File: src/rtl/hazard_tracker_pkg.sv
// Shared constants for the D-stage hazard tracker: forwarding-select codes,
// Tuse encoding and default widths.
package hazard_tracker_pkg;

  localparam int AW_DEF = 5;
  localparam int TW_DEF = 2;

  localparam logic [1:0] FWD_RF = 2'd0;
  localparam logic [1:0] FWD_M  = 2'd1;
  localparam logic [1:0] FWD_W  = 2'd2;

  localparam logic [1:0] TUSE_NONE = 2'd3;

  // Smallest Tuse wins when several flags are set.
  function automatic logic [1:0] tuse_decode(input logic f0, input logic f1, input logic f2);
    logic [1:0] res;
    res = TUSE_NONE;
    if (f0)      res = 2'd0;
    else if (f1) res = 2'd1;
    else if (f2) res = 2'd2;
    return res;
  endfunction

endpackage

File: src/rtl/hazard_fwd_sel.sv
// Forwarding select for one source register: the M result when it already
// exists, else the W result, else the register file.
module hazard_fwd_sel
  import hazard_tracker_pkg::*;
#(
  parameter int AW = AW_DEF,
  parameter int TW = TW_DEF
) (
  input  logic [AW-1:0] i_reg,
  input  logic          i_wr_m,
  input  logic [AW-1:0] i_a3_m,
  input  logic [TW-1:0] i_tnew_m,
  input  logic          i_wr_w,
  input  logic [AW-1:0] i_a3_w,
  output logic [1:0]    o_sel
);

  logic w_live;
  logic w_hit_m;
  logic w_hit_w;

  assign w_live  = (i_reg != '0);
  assign w_hit_m = w_live && i_wr_m && (i_a3_m == i_reg) && (i_tnew_m == '0);
  assign w_hit_w = w_live && i_wr_w && (i_a3_w == i_reg);

  always_comb begin
    o_sel = FWD_RF;
    if (w_hit_m)      o_sel = FWD_M;
    else if (w_hit_w) o_sel = FWD_W;
  end

endmodule

File: src/rtl/hazard_tracker.sv
// Tuse/Tnew hazard unit: shadows producer info through E/M/W and derives the
// D-stage stall plus all forwarding selects combinationally.
module hazard_tracker
  import hazard_tracker_pkg::*;
#(
  parameter int AW = AW_DEF,
  parameter int TW = TW_DEF
) (
  input  logic          clk,
  input  logic          reset,
  input  logic [AW-1:0] rs_d,
  input  logic [AW-1:0] rt_d,
  input  logic          tuse_rs0,
  input  logic          tuse_rs1,
  input  logic          tuse_rt0,
  input  logic          tuse_rt1,
  input  logic          tuse_rt2,
  input  logic [TW-1:0] tnew_d,
  input  logic          regwrite_d,
  input  logic [AW-1:0] a3_d,
  output logic          stall,
  output logic [1:0]    fwd_rs_d,
  output logic [1:0]    fwd_rt_d,
  output logic [1:0]    fwd_rs_e,
  output logic [1:0]    fwd_rt_e,
  output logic          fwd_rt_m
);

  // Common width for Tnew/Tuse comparisons regardless of TW.
  localparam int CW = (TW > 2) ? TW : 2;

  logic          r_wr_e, r_wr_m, r_wr_w;
  logic [AW-1:0] r_a3_e, r_a3_m, r_a3_w;
  logic [TW-1:0] r_tnew_e, r_tnew_m;
  logic [AW-1:0] r_rs_e, r_rt_e, r_rt_m;

  logic [1:0]    w_tuse_rs, w_tuse_rt;
  logic [CW-1:0] w_tuse_rs_c, w_tuse_rt_c, w_tnew_e_c, w_tnew_m_c;
  logic          w_rs_used, w_rt_used, w_stall_rs, w_stall_rt;

  assign w_tuse_rs   = tuse_decode(tuse_rs0, tuse_rs1, 1'b0);
  assign w_tuse_rt   = tuse_decode(tuse_rt0, tuse_rt1, tuse_rt2);
  assign w_tuse_rs_c = CW'(w_tuse_rs);
  assign w_tuse_rt_c = CW'(w_tuse_rt);
  assign w_tnew_e_c  = CW'(r_tnew_e);
  assign w_tnew_m_c  = CW'(r_tnew_m);

  assign w_rs_used = (w_tuse_rs != TUSE_NONE) && (rs_d != '0);
  assign w_rt_used = (w_tuse_rt != TUSE_NONE) && (rt_d != '0);

  // A producer stalls D only if its result arrives later than the consumer needs it.
  assign w_stall_rs = w_rs_used &&
    ((r_wr_e && (r_a3_e == rs_d) && (w_tnew_e_c > w_tuse_rs_c)) ||
     (r_wr_m && (r_a3_m == rs_d) && (w_tnew_m_c > w_tuse_rs_c)));
  assign w_stall_rt = w_rt_used &&
    ((r_wr_e && (r_a3_e == rt_d) && (w_tnew_e_c > w_tuse_rt_c)) ||
     (r_wr_m && (r_a3_m == rt_d) && (w_tnew_m_c > w_tuse_rt_c)));

  assign stall = w_stall_rs || w_stall_rt;

  always_ff @(posedge clk) begin
    if (reset) begin
      r_wr_e   <= 1'b0;
      r_a3_e   <= '0;
      r_tnew_e <= '0;
      r_rs_e   <= '0;
      r_rt_e   <= '0;
      r_wr_m   <= 1'b0;
      r_a3_m   <= '0;
      r_tnew_m <= '0;
      r_rt_m   <= '0;
      r_wr_w   <= 1'b0;
      r_a3_w   <= '0;
    end else begin
      if (stall) begin
        r_wr_e   <= 1'b0;
        r_a3_e   <= '0;
        r_tnew_e <= '0;
        r_rs_e   <= '0;
        r_rt_e   <= '0;
      end else begin
        r_wr_e   <= regwrite_d && (a3_d != '0);
        r_a3_e   <= a3_d;
        r_tnew_e <= tnew_d;
        r_rs_e   <= rs_d;
        r_rt_e   <= rt_d;
      end
      r_wr_m   <= r_wr_e;
      r_a3_m   <= r_a3_e;
      r_rt_m   <= r_rt_e;
      r_tnew_m <= (r_tnew_e == '0) ? '0 : r_tnew_e - TW'(1);
      r_wr_w   <= r_wr_m;
      r_a3_w   <= r_a3_m;
    end
  end

  logic [AW-1:0] w_src [4];
  logic [1:0]    w_sel [4];

  assign w_src[0] = rs_d;
  assign w_src[1] = rt_d;
  assign w_src[2] = r_rs_e;
  assign w_src[3] = r_rt_e;

  for (genvar gi = 0; gi < 4; gi++) begin : g_fwd
    hazard_fwd_sel #(.AW(AW), .TW(TW)) u_sel (
      .i_reg    (w_src[gi]),
      .i_wr_m   (r_wr_m),
      .i_a3_m   (r_a3_m),
      .i_tnew_m (r_tnew_m),
      .i_wr_w   (r_wr_w),
      .i_a3_w   (r_a3_w),
      .o_sel    (w_sel[gi])
    );
  end

  assign fwd_rs_d = w_sel[0];
  assign fwd_rt_d = w_sel[1];
  assign fwd_rs_e = w_sel[2];
  assign fwd_rt_e = w_sel[3];
  assign fwd_rt_m = (r_rt_m != '0) && r_wr_w && (r_a3_w == r_rt_m);

endmodule

File: config.mk
export PLATFORM = sky130hd
export DESIGN_NAME = hazard_tracker
export DESIGN_NICKNAME = d
export VERILOG_FILES = /design/src/rtl/hazard_tracker_pkg.sv /design/src/rtl/hazard_fwd_sel.sv /design/src/rtl/hazard_tracker.sv
export SDC_FILE = /design/constraint.sdc
export NUM_CORES = 1
export LEC_CHECK = 0
export ABC_AREA = 1
export CAP_MARGIN = 10
export CORE_ASPECT_RATIO = 1.25
export CORE_MARGIN = 5
export CORE_UTILIZATION = 48
export CTS_BUF_LIST = sky130_fd_sc_hd__clkbuf_4 sky130_fd_sc_hd__clkbuf_8 sky130_fd_sc_hd__clkbuf_16
export CTS_CLUSTER_DIAMETER = 120
export DETAILED_ROUTE_END_ITERATION = 10
export PLACE_DENSITY_LB_ADDON = 0.1
export SLEW_MARGIN = 20
export SYNTH_ARGS = -nofsm -noshare
export SYNTH_HDL_FRONTEND = slang
export SYNTH_SLANG_ARGS = --single-unit
export TNS_END_PERCENT = 20
File: constraint.sdc
create_clock -name clk -period 1.7 [get_ports clk]
set_input_delay 0.34 -clock clk [delete_from_list [all_inputs] [get_ports clk]]
set_output_delay 0.34 -clock clk [all_outputs]
set_load 0.02 [all_outputs]
# Yosys cells after proc, flatten, opt, wreduce, memory -nomap -nowiden
# Cells that the tools add are included.
# word_totals
input_bits	25
out_inout_bits	10
register_bits	37
# classes
order_cmp	4
reduce_logical	48
eq_ne	13
addsub	1
n_mux	13
# ops
cell	count
$eq A5 B5 Y1	11
$logic_and A1 B1 Y1	35
$reduce_bool A5 Y1	6
$mux W2	12
$gt A2 B2 Y1	4
$logic_not A2 Y1	2
$ne A2 B2 Y1 const B	2
$reduce_or A2 Y1	2
$logic_or A1 B1 Y1	3
$sub A2 B1 Y2 const B	1
$mux W1	1

# Depth between registers and ports, before layout
# logic_depth
depth_word	9
mapped_depth	13
depth_no_buf	12

# Hierarchy
# From an unflattened synthesis, not the netlist that was laid out.
# unflattened
hier_cells	488
hier_area_um2	2761.4
# modules_own_cells
mod	instances	cells_each	area_each_um2
hazard_tracker	1	228	1705.4
hazard_fwd_sel	4	65	264.0

# Least setup slack after synthesis
# No wires, ideal clock.
# synth_path
kind	in2out
from	input tuse_rt1
to	output stall
required_ns	1.360
t_arrival_ns	1.553
path_slack_ns	-0.193
n_path_buf	0
path_stages	10
path_cell_list	or2_2 > ha_1 > inv_1 > o21bai_1 > nand2_1 > nor2_1 > nand3_1 > nand2_1 > nand2_2 > nand2_1
# synth_between
elab_chain_len	7
# synth_lines
element	line	rtl
start, declared	hazard_tracker.sv:16	input logic tuse_rt1,
$mux W2 *	hazard_tracker_pkg.sv:19	else if (f1) res = 2'd1;
$mux W2 *	hazard_tracker_pkg.sv:18	if (f0) res = 2'd0;
$gt A2 B2 Y1, on equally long branches	hazard_tracker.sv:56, hazard_tracker.sv:57	
$logic_and A1 B1 Y1, on equally long branches	hazard_tracker.sv:56, hazard_tracker.sv:57	
$logic_or A1 B1 Y1	hazard_tracker.sv:56	((r_wr_e && (r_a3_e == rt_d) && (w_tnew_e_c > w_tuse_rt_c)) ||
$logic_and A1 B1 Y1 *	hazard_tracker.sv:55	assign w_stall_rt = w_rt_used &&
$logic_or A1 B1 Y1 *	hazard_tracker.sv:59	assign stall = w_stall_rs || w_stall_rt;
end, declared	hazard_tracker.sv:21	output logic stall,
# Mark *: on every way between the ends. The rest lies on a longest branch, timed or not.

# Worst setup path in the final report
# layout_path
from	input tuse_rs0
to	output stall
# layout_between
elab_chain_len	6
# layout_lines
element	line	rtl
start, declared	hazard_tracker.sv:13	input logic tuse_rs0,
$mux W2 *	hazard_tracker_pkg.sv:18	
$gt A2 B2 Y1, on equally long branches	hazard_tracker.sv:53, hazard_tracker.sv:54	
$logic_and A1 B1 Y1, on equally long branches	hazard_tracker.sv:53, hazard_tracker.sv:54	
$logic_or A1 B1 Y1	hazard_tracker.sv:53	((r_wr_e && (r_a3_e == rs_d) && (w_tnew_e_c > w_tuse_rs_c)) ||
$logic_and A1 B1 Y1 *	hazard_tracker.sv:52	assign w_stall_rs = w_rs_used &&
$logic_or A1 B1 Y1 *	hazard_tracker.sv:59	
# Marked as above.

==> summary.md <==
| Metric | Value |
|---|---|
| Max VDD drop | `538 uV` |
| Setup_tns | `-2570 ps` |
| Routed Antenna Nets | `0` |
| RSZ-0062 raised after global routing | `yes` |
| CP max stage delay | `270 ps` |
| Layout cells sized above 1 | `0.363` |
| Vias | `2495` |
| Starting Density | `0.495` |
| I/O pins | `35` |
| Post-synthesis cell area | `2190 um2` |
| Arrival time worst endpoint | `1740 ps` |
| Post-synth EDFFs | `0` |
| Post-synthesis register bit count | `37` |
| CP Capture Type | `output port` |
| CTS H-tree lvls | `2` |
| Cell count after synthesis | `325` |
| Initial antenna violation count | `0` |
| Asr flop ratio synth | `0` |
| CP max stage cell | `ha_4` |
| Netlist cell types | `32` |
| Vias in the first global route | `2501` |
| Core box area | `4430 um2` |
| CTS Hold Bufs | `0` |
| Die width | `70.4 um` |
| Max Slew Vio Count | `0` |
| Final worst path period need | `2080 ps` |
| Worst Clk Skew | `1.95 ps` |
| GRT Overall Usage | `0.235` |
| Rows | `27` |
| Leakage power | `1.58 nW` |
| Post-synthesis net count | `359` |
| Clock-pin slew on the worst setup and hold paths | `80 ps` |
| Cell taking the most area after synthesis | `dfxtp_1` |
| Synth Area per Inst | `6.74 um2` |
| Port-buffer cells | `34` |
| Remaining Overflow, GRT | `0` |
| Num CTS Buffers | `5` |
| Die area | `6030 um2` |
| Die Y | `85.6 um` |
| Post-layout util | `0.736` |
| Reg2Reg Depth | `12` |
| Worst slew margin | `0.792` |
| Count leader, synth | `nand2_1` |
| Number of diodes | `0` |
| Cell breakdown of the critical path | `clkdlybuf4s15_2 > or2_4 > ha_4 > nand2_2 > nand2_1 > nand2_1 > nor2_1 > nand3_1 > nand2_1 > nand2_2 > nand2_4 > buf_6` |
| Top post-synthesis cells by area | `dfxtp_1 34%, nand2_1 9.9%, inv_1 8.7%, nor2_1 8.4%, ha_1 5.1%` |
| Post-synth top cells | `58 x nand2_1, 51 x inv_1, 49 x nor2_1, 37 x dfxtp_1, 15 x o21ai_0` |
| Largest net degree at the start of global routing | `20` |
| Warnings, synthesis | `0` |
| Via-per-instance ratio | `5.14` |
| DR iter-0 viols | `146` |
| CP startpoint kind | `primary input` |
| Routability cong. | `0.893` |
| WP data required | `1360 ps` |
| Pwr Density | `633 nW/um2` |
| PnR worst setup slack | `-375 ps` |
| Max FO, Critical Path | `3` |
| Yosys top cell area share | `0.338` |
| Most used DFF post-synth | `dfxtp_1` |
| Pwr Total | `2.06 mW` |
| Max Cap Viol | `0` |
| GRT met1 Usage | `0.236` |
| Total iterations of the first detailed-routing run | `4` |
| Slew @ Worst Pin | `309 ps` |
| Synth-to-Final Area Change | `48.6%` |
| CP Class | `primary input to output port` |
| Routed WL | `7140 um` |
| CTS tree | `yes` |
| R2R setup slack | `-70 ps` |
| Status | `finished with violations` |
| Worst hold path type | `register to register` |
| CTS root buf | `clkbuf_8` |
| Final hold slack | `414 ps` |
| Final Hold Fails | `0` |
| Max Root-Sink Buffers | `2` |
| Clock Sinks | `37` |
| Critical Path Most Common Cell | `nand2_1` |
| Routed wire per std cell | `14.7 um` |
| Hold Path Stages | `1` |
| Global-route wire length before repair | `11300 um` |
| # DRC | `0` |
| Nets | `460` |
| Met3 usage | `0.0399` |
| Post-detail-place hpwl | `5170 um` |
| Tcrit/Tclk final | `1.22` |
| Skew-Pair Late Insertion Delay | `290 ps` |
| Sequential area share after synthesis | `0.338` |
| Violated checks | `negative setup slack` |
| FMAX | `482 MHz` |
| GR Util met2 | `0.456` |
| Endpoints failing setup | `26` |
| GRT Max-Usage Layer | `met2` |
==> final cells by class <==
class	instances	area, um2
clock buffers	5	68.8
clock inverters	3	17.5
fillers	366	1170
inverters	59	224
multi-input cells	223	1320
flip-flops and latches	37	753
well taps	58	72.6
repair buffers	100	801
==> logic make-up after synthesis <==
logic type / Yosys count / share of synthesized area
AO/OA/AOI/OAI: 47 / 0.124
XOR/XNOR: 11 / 0.0439
adder cells (fa/ha/maj): 9 / 0.0514
buffers and inverters: 67 / 0.129
flip-flops: 37 / 0.338
AND/OR/NAND/NOR: 154 / 0.314
==> worst max-delay path: cells and delay by family <==
kind / cells / cell delay [ps]
fa+ha+maj: 1 / 270
buf+inv: 2 / 300
simple gates: 9 / 830
==> cell usage in the layout (no fill, tap or decap), types with 3 or more instances in the layout <==
cell type / instances
nand2_2: 3
a21oi_2: 4
o21ai_0: 15
buf_4: 69
ha_4: 3
buf_2: 4
nand3_2: 3
nand3_1: 9
xnor2_1: 4
clkbuf_8: 5
nor3_2: 3
nor2_1: 46
nand4_1: 6
nand2_1: 56
nor3_1: 5
dlygate4sd2_1: 9
nor2_2: 12
dfxtp_2: 7
buf_6: 5
xor2_1: 7
a211oi_1: 3
nand3_4: 3
clkdlybuf4s50_1: 9
inv_2: 18
o22ai_1: 10
inv_1: 40
dfxtp_1: 29
a21oi_1: 9
ha_1: 6
==> flip-flops by register name (all words and copies together), names as in the netlist <==
signal and cells:
r_a3_m 5, r_tnew_m 2, r_wr_e 1, r_a3_w 5, r_wr_m 1, r_rt_m 5
r_rt_e 5, r_tnew_e 2, r_wr_w 1, r_rs_e 5, r_a3_e 5
==> worst paths after layout <==
path / start / to
hold reg to reg: r_tnew_e[0] / r_tnew_m[0]
hold / removal: r_tnew_e[0] / r_tnew_m[0]
setup / recovery: tuse_rs0 / stall
setup reg to reg: r_tnew_e[1] / r_a3_e[0]
==> per-layer routing <==
metal,vias up,wire (um)
li1,1238,-
met1,1139,2620
met2,99,3840
met3,19,474
met4,0,203
met5,-,0
==> through the flow <==
stage,cell area [um2],worst slack (ps),std cells
after floorplan,2240,-62.3,325
after global placement,3040,-1110,469
after detailed placement,3040,-1160,469
after CTS,3220,-371,483
after global routing,3260,-454,485
final,3260,-375,485
==> repair_timing <==
action | 4_1_cts | 5_1_grt
pin swaps | 29 | 14
endpoints found under the setup margin | 28 | 28
cloned | 0 | 2
setup buffers | 6 | 0
gates resized for setup | 112 | 7
==> power breakdown <==
group          leakage [nW]  switching (mW)  internal [mW]  total [mW]
Clock                0.0439           0.334          0.283       0.617
Combinational          1.23           0.249          0.246       0.495
Sequential            0.309          0.0427          0.909       0.951
No activity file was read; power rests on OpenSTA's default activity.
